### config.mk
export PLATFORM = sky130hd
export DESIGN_NAME = lz_hash_feeder
export DESIGN_NICKNAME = d
export VERILOG_FILES = /design/src/rtl/lz_pkg.sv /design/src/rtl/lz_hash_mul.sv /design/src/rtl/lz_hash_feeder.sv
export SDC_FILE = /design/constraint.sdc
export NUM_CORES = 1
export LEC_CHECK = 0
export ABC_CLOCK_PERIOD_IN_PS = 6300
export BUFFER_PORTS_ARGS = -buffer_cell sky130_fd_sc_hd__buf_2
export CELL_PAD_IN_SITES_DETAIL_PLACEMENT = 0
export CELL_PAD_IN_SITES_GLOBAL_PLACEMENT = 1
export CORE_UTILIZATION = 42
export CTS_CLUSTER_DIAMETER = 40
export DETAILED_ROUTE_END_ITERATION = 12
export PLACE_DENSITY_LB_ADDON = 0.2
export SLEW_MARGIN = 20
export SYNTH_ARGS = -nofsm -noshare
export SYNTH_HDL_FRONTEND = slang
export SYNTH_SLANG_ARGS = --single-unit
### constraint.sdc
create_clock -name clk -period 6.3 [get_ports clk]
set_clock_uncertainty 0.2 [all_clocks]
set_input_delay 0.315 -clock clk [delete_from_list [all_inputs] [get_ports clk]]
set_output_delay 0.315 -clock clk [all_outputs]
set_load 0.01 [all_outputs]
### src/rtl/lz_pkg.sv
// lz_pkg: shared constants and types for the LZ match-finder stages
package lz_pkg;
    localparam logic [31:0] HASH_PRIME = 32'h9E3779B1;
    localparam int MIN_MATCH = 4;
    localparam logic [1:0] ST_IDLE = 2'd0, ST_FILL = 2'd1, ST_RUN = 2'd2, ST_FLUSH = 2'd3;
    typedef enum logic [1:0] {IDLE = ST_IDLE, FILL = ST_FILL, RUN = ST_RUN, FLUSH = ST_FLUSH} hf_state_e;
endpackage

### src/rtl/lz_hash_mul.sv
// lz_hash_mul: multiplicative hash of a 4-byte window (upper HASH_WIDTH bits of win * HASH_PRIME)
module lz_hash_mul
    import lz_pkg::*;
#(
    parameter int HASH_WIDTH = 32
)(
    input  logic [31:0]           win,
    output logic [HASH_WIDTH-1:0] hash
);
    logic [31:0] prod;
    assign prod = win * HASH_PRIME;
    assign hash = prod[31 -: HASH_WIDTH];
endmodule

### src/rtl/lz_hash_feeder.sv
// lz_hash_feeder: byte stream -> 4-byte hashed window -> cache search/insert -> per-position candidate.
// Optional LZ_HF_MAX_DIST_EN rejects hits farther back than MAX_DIST.
module lz_hash_feeder
    import lz_pkg::*;
#(
    parameter int HASH_WIDTH = 32,
    parameter int ADDR_WIDTH = 32,
    parameter int MAX_DIST   = 65535
)(
    input  logic                  clk,
    input  logic                  rst_n,
    input  logic                  in_valid,
    output logic                  in_ready,
    input  logic [7:0]            in_byte,
    input  logic                  in_last,
    output logic [HASH_WIDTH-1:0] search_hash,
    input  logic                  hit,
    input  logic [ADDR_WIDTH-1:0] hit_ptr,
    output logic                  update_en,
    output logic [HASH_WIDTH-1:0] update_hash,
    output logic [ADDR_WIDTH-1:0] update_ptr,
    output logic                  cand_valid,
    input  logic                  cand_ready,
    output logic [ADDR_WIDTH-1:0] cand_pos,
    output logic [7:0]            cand_byte,
    output logic                  cand_hit,
    output logic [ADDR_WIDTH-1:0] cand_ptr,
    output logic                  cand_last
);
    hf_state_e             state;
    logic [31:0]           win;
    logic [2:0]            cnt;
    logic [ADDR_WIDTH-1:0] pos;
    logic                  full, s1_vld, adv, acc, dist_ok, hit_q, last_out;
    logic [7:0]            lit;

    lz_hash_mul #(.HASH_WIDTH(HASH_WIDTH)) u_hash (.win(win), .hash(search_hash));

    // cnt = bytes still buffered in win; the oldest of them sits at byte lane 4-cnt
    assign full        = cnt == 3'(MIN_MATCH);
    assign s1_vld      = full || state == FLUSH;
    assign adv         = s1_vld && (!cand_valid || cand_ready);
    assign in_ready    = (!s1_vld || adv) && state != FLUSH;
    assign acc         = in_valid && in_ready;
    assign update_en   = adv && full;
    assign update_hash = search_hash;
    assign update_ptr  = pos;
    assign lit         = cnt == 3'd4 ? win[7:0] : cnt == 3'd3 ? win[15:8] : cnt == 3'd2 ? win[23:16] : win[31:24];
    assign last_out    = state == FLUSH && cnt == 3'd1;
`ifdef LZ_HF_MAX_DIST_EN
    assign dist_ok = (pos - hit_ptr) <= ADDR_WIDTH'(MAX_DIST);
`else
    logic unused_max_dist;
    assign unused_max_dist = ^MAX_DIST;
    assign dist_ok = 1'b1;
`endif
    // pointers at or beyond the current position belong to an earlier stream
    assign hit_q = full && hit && hit_ptr < pos && dist_ok;

    always_ff @(posedge clk or negedge rst_n) begin
        if (!rst_n) begin
            state <= IDLE;
            win   <= '0;
            cnt   <= '0;
            pos   <= '0;
        end else begin
            if (acc) win <= {in_byte, win[31:8]};
            case (state)
                IDLE, FILL: if (acc) begin
                    cnt   <= cnt + 3'd1;
                    state <= in_last ? FLUSH : cnt == 3'(MIN_MATCH - 1) ? RUN : FILL;
                end
                RUN: begin
                    cnt <= acc ? 3'(MIN_MATCH) : adv ? 3'(MIN_MATCH - 1) : cnt;
                    pos <= acc ? pos + 1'b1 : pos;
                    if (acc && in_last) state <= FLUSH;
                end
                default: if (adv) begin
                    cnt   <= cnt - 3'd1;
                    pos   <= last_out ? '0 : pos + 1'b1;
                    state <= last_out ? IDLE : FLUSH;
                end
            endcase
        end
    end

    always_ff @(posedge clk or negedge rst_n) begin
        if (!rst_n) begin
            cand_valid <= 1'b0;
            cand_pos   <= '0;
            cand_byte  <= '0;
            cand_hit   <= 1'b0;
            cand_ptr   <= '0;
            cand_last  <= 1'b0;
        end else if (adv) begin
            cand_valid <= 1'b1;
            cand_pos   <= pos;
            cand_byte  <= lit;
            cand_hit   <= hit_q;
            cand_ptr   <= hit_q ? hit_ptr : '0;
            cand_last  <= last_out;
        end else if (cand_ready) begin
            cand_valid <= 1'b0;
        end
    end
endmodule

==> run summary, run 1 <==
status = complete, but fails checks
failing checks = setup timing
net count after synthesis = 2,185
Seq/Total Area, Yosys = 0.220
hpwl dp = 37,500 um
syn avg cell area = 9.60 sq um
FFs w/ async S/R, synth = 1.00
DR WL/cell = 17.4 um
DRT antenna net count = 0
final WL = 46,000 um
GP Congestion = 0.926
Hold Vio Cnt, Final = 0
max cap viols = 0
Reg clk slew, reported paths = 70 ps
Buffers on Ports = 218
actual slew at the worst max-slew pin = 958 ps
root buffer selected by CTS = clkbuf_16
worst path arrival time = 6720 ps
# IOs = 219
fin crit share = 1.15
antenna diode count = 0
global-route wire length before repair = 71,800 um
starting density of the core = 0.426
GRT Util Overall = 0.238
routed vias/inst = 4.77
die footprint = 0.0399 sq mm
Pins Over Slew Limit = 0
Clock Sinks = 144
RSZ-0062 raised after global routing = yes
total CTS buffers = 17
share of cells above drive strength 1 = 0.278
CP endpoint kind = output pin
Final setup viols = 32
fin crit period = 7240 ps
DRC = 0
pin count of the biggest net entering global routing = 114
initial antenna violation count = 1
Critical Path Fanout Max = 4
synthesized instance count = 1,710
die height = 200 um
Layout Nets = 2,581
post-synthesis register bit count = 144
grt total ovfl = 0
HP Class = input port to flip-flop
YS warnings = 0
Post-synth EDFFs = 0
DR iter-0 viols = 351
Die W = 200 um
Startpoint Class = flip-flop
CORE AREA = 0.0386 sq mm
CTS tree = built
Core Util, Final = 0.543
area grow syn2layout = 27.7%
vias in the first global route = 13,300
Clock Latency Late Sink = 430 ps
Main synth FF type = dfrtp_1
maximum operating frequency = 0.138 GHz
clk buf depth = 2
setup ws final = -936 ps
num rows = 72
CP Data Required Time = 5780 ps
router iterations before antenna repair = 4
area of the mapped netlist = 0.0164 sq mm
H-tree depth = 4
Slew HR = 0.362
via count = 12,600
Crit Path Category = flip-flop to output pin
synth unique cells = 58
## routing by layer
metal	global-route usage	vias up	share of wire
met5	0	-	0.00020
met4	0.0546	2	0.014
met1	0.301	6178	0.44
met3	0.0483	35	0.050
li1	-	6141	-
met2	0.417	225	0.50
## cells by family (layout without fill, tap and decap cells)
family | after synthesis | count (layout) | synth area share
flip-flops | 144 | 144 | 0.220
XOR/XNOR | 78 | 78 | 0.0416
buffers and inverters | 504 | 913 | 0.127
AND/OR/NAND/NOR | 289 | 289 | 0.0809
adder cells (fa/ha/maj) | 429 | 429 | 0.420
AO/OA/AOI/OAI | 238 | 238 | 0.0923
multiplexers | 28 | 28 | 0.0185
## sequential cells by signal (all words and copies together) (netlist names)
register,flops
cnt,3
cand_valid,1
cand_byte,8
state,2
update_ptr,32
cand_ptr,32
win,32
cand_hit,1
cand_pos,32
cand_last,1
## cells in the mapped netlist (3+ instances only)
master	instances	area share
and4_1	4	0.0021
clkbuf_1	20	0.0046
fa_1	204	0.25
nand2b_1	7	0.0027
dfrtp_1	144	0.22
nand3_1	28	0.0085
o211ai_1	5	0.0023
and3_1	8	0.0031
nor3_1	9	0.0027
o31ai_1	30	0.014
mux2_2	18	0.012
ha_1	225	0.17
and2_1	3	0.0011
nor2_1	64	0.015
o31ai_2	7	0.0053
a31oi_1	7	0.0027
xor2_1	11	0.0059
buf_4	39	0.018
nand4_1	14	0.0053
a211oi_1	4	0.0018
xnor2_1	67	0.036
buf_2	14	0.0043
buf_6	3	0.0021
nor2b_1	7	0.0027
mux2i_1	10	0.0061
inv_1	428	0.098
a21o_1	18	0.0082
o21ai_0	90	0.027
nand2_1	133	0.030
a21oi_1	49	0.015
## worst paths after layout
check,from,endpoint,slack (ps),depth (start not counted)
hold / removal,in_last,state[0]$_DFFE_PN0P_,50,3
setup / recovery,win[4]$_DFFE_PN0P_,search_hash[28],-940,25
min in group asynchronous,rst_n,win[27]$_DFFE_PN0P_,260,2
setup reg to reg,cnt[0]$_DFFE_PN0P_,cand_ptr[31]$_DFFE_PN0P_,3180,10
hold reg to reg,cand_ptr[30]$_DFFE_PN0P_,cand_ptr[30]$_DFFE_PN0P_,270,2
max in group asynchronous,rst_n,update_ptr[23]$_DFFE_PN0P_,4190,3
## through the flow
step	setup WS (ps)	setup TNS (ps)	hold slack, ps	std cells	cell area [sq um]
after CTS	-968	-23280	26.5	2628	20500
after global placement	-1030	-11960	176	2549	19100
after floorplan	-437	-5720	-181	1710	16500
final	-936	-21720	45.1	2637	20900
after detailed placement	-1100	-13110	183	2549	19100
after global routing	-1200	-30210	59.5	2637	20900
## cell type report
type / count / area [sq um]
inverters: 428 / 1610
clock inverters: 15 / 149
repair buffers: 453 / 3120
well taps: 518 / 648
flip-flops and latches: 144 / 3620
clock buffers: 17 / 425
multi-input cells: 1062 / 11400
fillers: 3636 / 17600
## cell usage in the layout (no fill, tap or decap), drive strengths merged, types with 3 or more instances in the layout
cell type    Yosys  final
a211oi           4      4
a21o            18     18
a21oi           51     51
a221oi           3      3
a31oi            7      7
and2             3      3
and3             8      8
and4             4      4
buf             56    412
clkbuf          20     17
clkinvlp         0      4
dfrtp          144    144
dlygate4sd3      0     41
fa             204    204
ha             225    225
inv            428    436
mux2            18     18
mux2i           10     10
nand2          133    133
nand2b           7      7
nand3           30     30
nand4           14     14
nor2            65     65
nor2b            7      7
nor3            10     10
o211ai           5      5
o21ai           92     92
o221ai           3      3
o31ai           37     37
xnor2           67     67
xor2            11     11
## worst max-delay path: stages (launching register included)
cell and delay (ps):
dfrtp_2 370, inv_2 50, fa_1 530, inv_1 50
fa_2 340, fa_1 490, inv_1 50, fa_1 490
inv_2 40, fa_1 510, inv_2 40, fa_1 520
inv_1 50, fa_1 500, inv_2 40, fa_1 480
inv_2 50, ha_4 270, and4_4 240, nand3_1 90
o221ai_2 230, o211ai_1 120, buf_4 170, buf_6 130
o311ai_4 260, buf_2 170
## timing repair
item	CTS	global route
endpoints found under the setup margin	36	38
gates cloned	0	0
resized for setup	64	59
pin swaps	23	28
hold buffers	41	0
buffers inserted	9	7
hold endpoints to repair	111	0
Power of run 1 is left out: the tool's default activity adds up to more than one toggle a clock period on the data nets, which glitch-free logic cannot reach.
==> inputs of run 2 (changes only) <==
--- a/config.mk
+++ b/config.mk
@@ -16,4 +16,5 @@
 export SLEW_MARGIN = 20
 export SYNTH_ARGS = -nofsm -noshare
 export SYNTH_HDL_FRONTEND = slang
+export SYNTH_HIERARCHICAL = 1
 export SYNTH_SLANG_ARGS = --single-unit
==> run 2 against run 1 <==
Compared with the run above:
- the run still ends with setup timing left
- setup slack got worse by 39 ps
- via count shrank 3.3%
- critical endpoint unchanged
- wire length decreased by 6.2%
- first-iteration DRC count rose by 38%
==> run summary, run 2 <==
total CTS buffers = 17 (unchanged)
Buffers on Ports = 218 (unchanged)
synth unique cells = 57 (-1.7%)
HP Class = input port to flip-flop
via count = 12,200 (-3.3%)
area of the mapped netlist = 0.0160 sq mm (-2.4%)
DR WL/cell = 17.1 um (-1.9%)
Final setup viols = 36 (+13%)
YS warnings = 6 (+6)
# IOs = 219 (unchanged)
commonest non-fill, non-tap cell in the layout = inv_1
Reg area = 0.00362 sq mm (+0.14%)
Multi-input gate area = 0.0113 sq mm (-0.49%)
Startpoint Class = flip-flop
Post-Layout Cell Count = 2,521 (-4.4%)
Hold Vio Cnt, Final = 0 (unchanged)
Clock Latency Late Sink = 430 ps (about the same)
CP Data Required Time = 5780 ps (about the same)
final WL = 43,100 um (-6.2%)
global-route wire length before repair = 70,100 um (-2.4%)
max cap viols = 0 (unchanged)
clk buf depth = 2 (unchanged)
leading cell types by count after synthesis = 381 x inv_1, 225 x ha_1, 204 x fa_1
CP endpoint kind = output pin
CTS tree = built
Slew HR = 0.291 (-0.0708)
Main synth FF type = dfrtp_1
fin crit share = 1.15 (+0.00615)
Crit Path Category = flip-flop to output pin
pin count of the biggest net entering global routing = 114 (unchanged)
die height = 197 um (-1.2%)
vias in the first global route = 13,200 (-1.2%)
Pins Over Slew Limit = 0 (unchanged)
synthesized instance count = 1,591 (-7.0%)
Reg clk slew, reported paths = 60 ps (about the same)
RSZ-0062 raised after global routing = yes
share of cells above drive strength 1 = 0.310 (+0.0317)
Yosys top cell area share = 0.255 (+0.00601)
maximum operating frequency = 0.137 GHz (-0.53%)
FFs w/ async S/R, synth = 1.00 (unchanged)
net count after synthesis = 2,066 (-5.4%)
DRT antenna net count = 0 (unchanged)
GRT Util Overall = 0.234 (-0.00477)
setup ws final = -975 ps (-38.8 ps)
failing checks = setup timing
WHS = 31.3 ps (-13.9 ps)
Die W = 197 um (-1.2%)
area grow syn2layout = 29.1%
DR iter-0 viols = 483 (+38%)
grt total ovfl = 0 (unchanged)
DRC = 0 (unchanged)
CORE AREA = 0.0376 sq mm (-2.5%)
status = complete, but fails checks
GP Congestion = 0.905 (-2.3%)
syn avg cell area = 10.1 sq um (+4.9%)
placed insts = 2,417 (-5.2%)
actual slew at the worst max-slew pin = 1060 ps (+104 ps)
Post-synth EDFFs = 0 (unchanged)
Critical Path Fanout Max = 3 (-1)
num rows = 71 (-1.4%)
worst path arrival time = 6760 ps (+40 ps)
router iterations before antenna repair = 6 (+2)
hpwl dp = 35,000 um (-6.9%)
initial antenna violation count = 0 (-1)
fill count = 3,383 (-7.0%)
die footprint = 0.0389 sq mm (-2.3%)
most instantiated library cell after synthesis = inv_1
starting density of the core = 0.426 (+0.000807)
routed vias/inst = 4.83 (+1.2%)
top post-synthesis cells by area = fa_1 25%, dfrtp_1 22%, ha_1 18%, inv_1 8.9%, xnor2_1 3.5%
root buffer selected by CTS = clkbuf_16
Seq/Total Area, Yosys = 0.225 (+0.00530)
post-synthesis register bit count = 144 (unchanged)
Layout Nets = 2,471 (-4.3%)
fin crit period = 7280 ps (+38.8 ps)
commonest non-fill, non-tap cells in the layout = 354 x inv_1, 216 x buf_2, 197 x ha_1
Synth area leader = fa_1
H-tree depth = 4 (unchanged)
Clock Sinks = 144 (unchanged)
## run 2: critical path, cell delays in order, from the launching register on
cell and delay, ps:
dfrtp_2 370, inv_2 50, fa_1 530, inv_1 50, fa_2 330, fa_1 500
inv_2 40, fa_1 490, inv_1 60, fa_1 510, inv_2 40, fa_1 520
inv_1 50, fa_1 470, inv_1 50, fa_2 520, inv_2 40, ha_4 150
a211o_4 360, nor4_4 220, o21ai_4 120, a221oi_2 250, buf_4 170, and2b_1 160
xnor2_2 120, buf_2 150
## run 2: worst paths after layout
kind | from | end | slack (ps) | depth (start not counted)
max | win[4]$_DFFE_PN0P_ | search_hash[28] | -980 | 25
min | in_last | state[0]$_DFFE_PN0P_ | 30 | 3
max reg2reg | update_ptr[2]$_DFFE_PN0P_ | cand_ptr[2]$_DFFE_PN0P_ | 2720 | 9
min reg2reg | cand_pos[29]$_DFFE_PN0P_ | cand_pos[29]$_DFFE_PN0P_ | 270 | 2
max in group asynchronous | rst_n | cand_pos[2]$_DFFE_PN0P_ | 4270 | 3
min in group asynchronous | rst_n | cand_ptr[28]$_DFFE_PN0P_ | 340 | 2
## run 2: what timing repair did
| action | in CTS | in global routing |
|---|---|---|
| pin swaps | 42 | 46 |
| gates resized for setup | 86 | 44 |
| hold buffers | 41 | 0 |
| setup buffers | 27 | 11 |
| setup endpoints to repair | 36 | 36 |
| endpoints found under the hold margin | 127 | 0 |
| gates cloned | 0 | 0 |
## run 2: area by class of cell
type / count / area share
multi-input cells: 998 / 0.547
inverters: 381 / 0.0694
flip-flops and latches: 144 / 0.175
repair buffers: 454 / 0.149
diodes: 1 / 0.000121
clock buffers: 19 / 0.0214
clock inverters: 13 / 0.00726
well taps: 511 / 0.0309
## run 2: logic make-up after synthesis
family	Yosys count	synth area share
buffers and inverters	449	0.114
XOR/XNOR	74	0.0404
AO/OA/AOI/OAI	229	0.0932
AND/OR/NAND/NOR	217	0.0640
multiplexers	49	0.0332
adder cells (fa/ha/maj)	429	0.431
flip-flops	144	0.225
## run 2: per-layer routing
| layer | vias up | wire, um | part of all wire | global-route usage |
|---|---|---|---|---|
| met1 | 6013 | 18500 | 0.43 | 0.294 |
| met3 | 58 | 1430 | 0.033 | 0.0336 |
| li1 | 5867 | - | - | - |
| met5 | - | 0 | 0 | 0 |
| met4 | 0 | 1190 | 0.028 | 0.0761 |
| met2 | 229 | 22000 | 0.51 | 0.411 |
## run 2: metrics by stage
step	TNS, ps	instance area, sq um	util	setup WS, ps
floorplan	-3260	16200	-	-489
global placement	-8300	18800	0.501	-639
detailed placement	-9900	18800	0.501	-663
CTS	-22150	20500	0.545	-1020
global route	-31760	20700	0.551	-1240
finish	-22640	20700	0.551	-975
Power of run 2 is left out for the same reason.
==> inputs of run 3 (changes only) <==
--- a/config.mk
+++ b/config.mk
@@ -6,12 +6,12 @@
 export NUM_CORES = 1
 export LEC_CHECK = 0
 export ABC_CLOCK_PERIOD_IN_PS = 6300
-export BUFFER_PORTS_ARGS = -buffer_cell sky130_fd_sc_hd__buf_2
 export CELL_PAD_IN_SITES_DETAIL_PLACEMENT = 0
 export CELL_PAD_IN_SITES_GLOBAL_PLACEMENT = 1
-export CORE_UTILIZATION = 42
+export CORE_UTILIZATION = 45
 export CTS_CLUSTER_DIAMETER = 40
 export DETAILED_ROUTE_END_ITERATION = 12
+export DONT_BUFFER_PORTS = 1
 export PLACE_DENSITY_LB_ADDON = 0.2
 export SLEW_MARGIN = 20
 export SYNTH_ARGS = -nofsm -noshare
==> run 3 against run 2 <==
Compared with the run above:
- the flow still finishes with violations (setup timing)
- worst hold slack barely moved
- critical path type unchanged
- core utilization rose by 1.6 points
- critical path depth fell by 2
- critical endpoint is now update_hash[30]
- first-iteration DRC count fell by 7.7%
==> run summary, run 3 (synthesis gave the netlist of run 2 again) <==
# IOs = 219 (unchanged)
router iterations before antenna repair = 5 (-1)
GP Congestion = 0.906 (+0.12%)
critical path, cell by cell = buf_4, buf_4, ha_1, ha_1, fa_1, inv_1, fa_1, inv_1, fa_1, fa_1, fa_1, inv_1, fa_1, inv_1, ha_4, a211o_4, nor2_4, a211o_4, o21ai_4, a221oi_4, a21oi_2, xor2_1, buf_4
WHS Endpoint = cnt[2]$_DFFE_PN0P_
H-tree depth = 4 (unchanged)
setup TNS = -19,670 ps (+2970 ps)
GRT Util Overall = 0.242 (+0.00805)
CTS tree = built
root buffer selected by CTS = clkbuf_16
grt total ovfl = 0 (unchanged)
area grow syn2layout = 22.9%
Slew HR = 0.288 (-0.00245)
share of cells above drive strength 1 = 0.233 (-0.0775)
Pins Over Slew Limit = 0 (unchanged)
DRC = 0 (unchanged)
global-route wire length before repair = 67,200 um (-4.1%)
worst path arrival time = 6600 ps (-160 ps)
commonest non-fill, non-tap cells in the layout = 355 x inv_1, 197 x ha_1, 194 x buf_4
vias in the first global route = 12,600 (-4.4%)
CP endpoint kind = output pin
maximum operating frequency = 0.140 GHz (+2.2%)
commonest non-fill, non-tap cell in the layout = inv_1
starting density of the core = 0.460 (+0.0341)
Finished Cell Area = 0.0197 sq mm (-4.8%)
Layout Nets = 2,272 (-8.1%)
Die W = 191 um (-3.4%)
num rows = 68 (-4.2%)
Crit Path Category = flip-flop to output pin
Reg clk slew, reported paths = 70 ps (about the same)
Critical Path Slowest Stage Cell = fa_1
DR iter-0 viols = 446 (-7.7%)
Placed Area = 0.0178 sq mm (-5.6%)
Final setup viols = 34 (-5.6%)
pin count of the biggest net entering global routing = 145 (+27%)
via count = 11,500 (-5.8%)
DR WL/cell = 18.6 um (+8.6%)
fin crit period = 7120 ps (-155 ps)
pre-CTS WS = -613 ps (+50.1 ps)
die footprint = 0.0364 sq mm (-6.6%)
max cap viols = 0 (unchanged)
CP Data Required Time = 5780 ps (about the same)
setup ws final = -820 ps (+155 ps)
critical path's largest stage delay = 510 ps (-20 ps)
R2R Setup Slk = 2710 ps (about the same)
worst r2r path cells = 8 (-1)
final WL = 42,100 um (-2.4%)
Clock Sinks = 144 (unchanged)
CORE AREA = 0.0348 sq mm (-7.4%)
die height = 191 um (-3.4%)
total CTS buffers = 17 (unchanged)
clk buf depth = 2 (unchanged)
actual slew at the worst max-slew pin = 1060 ps (+1.21 ps)
CP dominant cell by count = fa_1
FF-to-FF Start = update_ptr[5]$_DFFE_PN0P_
Hold Vio Cnt, Final = 0 (unchanged)
fin crit share = 1.13 (-0.0246)
RSZ-0062 raised after global routing = yes
Critical Path Fanout Max = 5 (+2)
failing checks = setup timing
routed vias/inst = 5.06 (+4.9%)
DRT antenna net count = 0 (unchanged)
antenna diode count = 0 (-1)
hold path startpoint = in_valid
HP Class = input port to flip-flop
status = complete, but fails checks
Startpoint Class = flip-flop
initial antenna violation count = 0 (unchanged)
hold path cells = 2 (-1)
Clock Latency Late Sink = 430 ps (about the same)
Buffers on Ports = 0 (-100%)
hpwl dp = 33,500 um (-4.1%)
R2R Path End = cand_ptr[20]$_DFFE_PN0P_
## run 3: timing repair
action	4_1_cts	5_1_grt
endpoints found under the setup margin	36	36
gates resized for setup	71	52
buffers inserted	20	13
pin swaps	44	54
hold endpoints to repair	187	0
hold buffers	44	0
gates cloned	1	0
## run 3: final cells by class
| cell class | instances | area, sq um |
|---|---|---|
| multi-input cells | 998 | 11300 |
| fillers | 3037 | 15100 |
| repair buffers | 255 | 2140 |
| flip-flops and latches | 144 | 3620 |
| clock inverters | 14 | 141 |
| well taps | 455 | 569 |
| clock buffers | 18 | 439 |
| inverters | 381 | 1440 |
## run 3: routing by layer
layer | GRT usage | vias up | wire (um) | part of all wire
met5 | 0 | - | 0 | 0
met4 | 0.0585 | 0 | 756 | 0.018
met3 | 0.0414 | 41 | 1580 | 0.038
met2 | 0.435 | 237 | 22000 | 0.52
met1 | 0.299 | 5708 | 17800 | 0.42
li1 | - | 5477 | - | -
## run 3: how the worst max path moves through the flow
stage / start / endpoint / slack [ps] / depth (start not counted)
6_report: win[12]$_DFFE_PN0P_ / update_hash[30] / -820 / 23
5_1_grt: win[4]$_DFFE_PN0P_ / update_hash[30] / -1080 / 25
4_1_cts: win[4]$_DFFE_PN0P_ / update_hash[30] / -1010 / 25
3_5_place_dp: win[7]$_DFFE_PN0P_ / update_hash[30] / -610 / 23
3_3_place_gp: win[4]$_DFFE_PN0P_ / search_hash[31] / -520 / 27
2_1_floorplan: win[5]$_DFFE_PN0P_ / update_hash[30] / -490 / 23
## run 3: critical path, delay by kind of cell (launching register included)
kind / cells / cell delay, ps
AOI/OAI and AO/OA: 5 / 1030
xor gates and xnor gates: 1 / 140
buffers and inverters: 7 / 630
DFF: 1 / 440
adders and majority gates: 9 / 3810
and+or+nand+nor: 1 / 130
## run 3: metrics by stage
step | hold slack, ps | std cells | util
6_report | 31.0 | 2265 | 0.566
3_5_place_dp | -179 | 2159 | 0.510
4_1_cts | 19.8 | 2255 | 0.556
5_1_grt | 48.2 | 2265 | 0.566
2_1_floorplan | -181 | 1591 | -
3_3_place_gp | -178 | 2159 | 0.510
Power of run 3 is left out for the same reason.
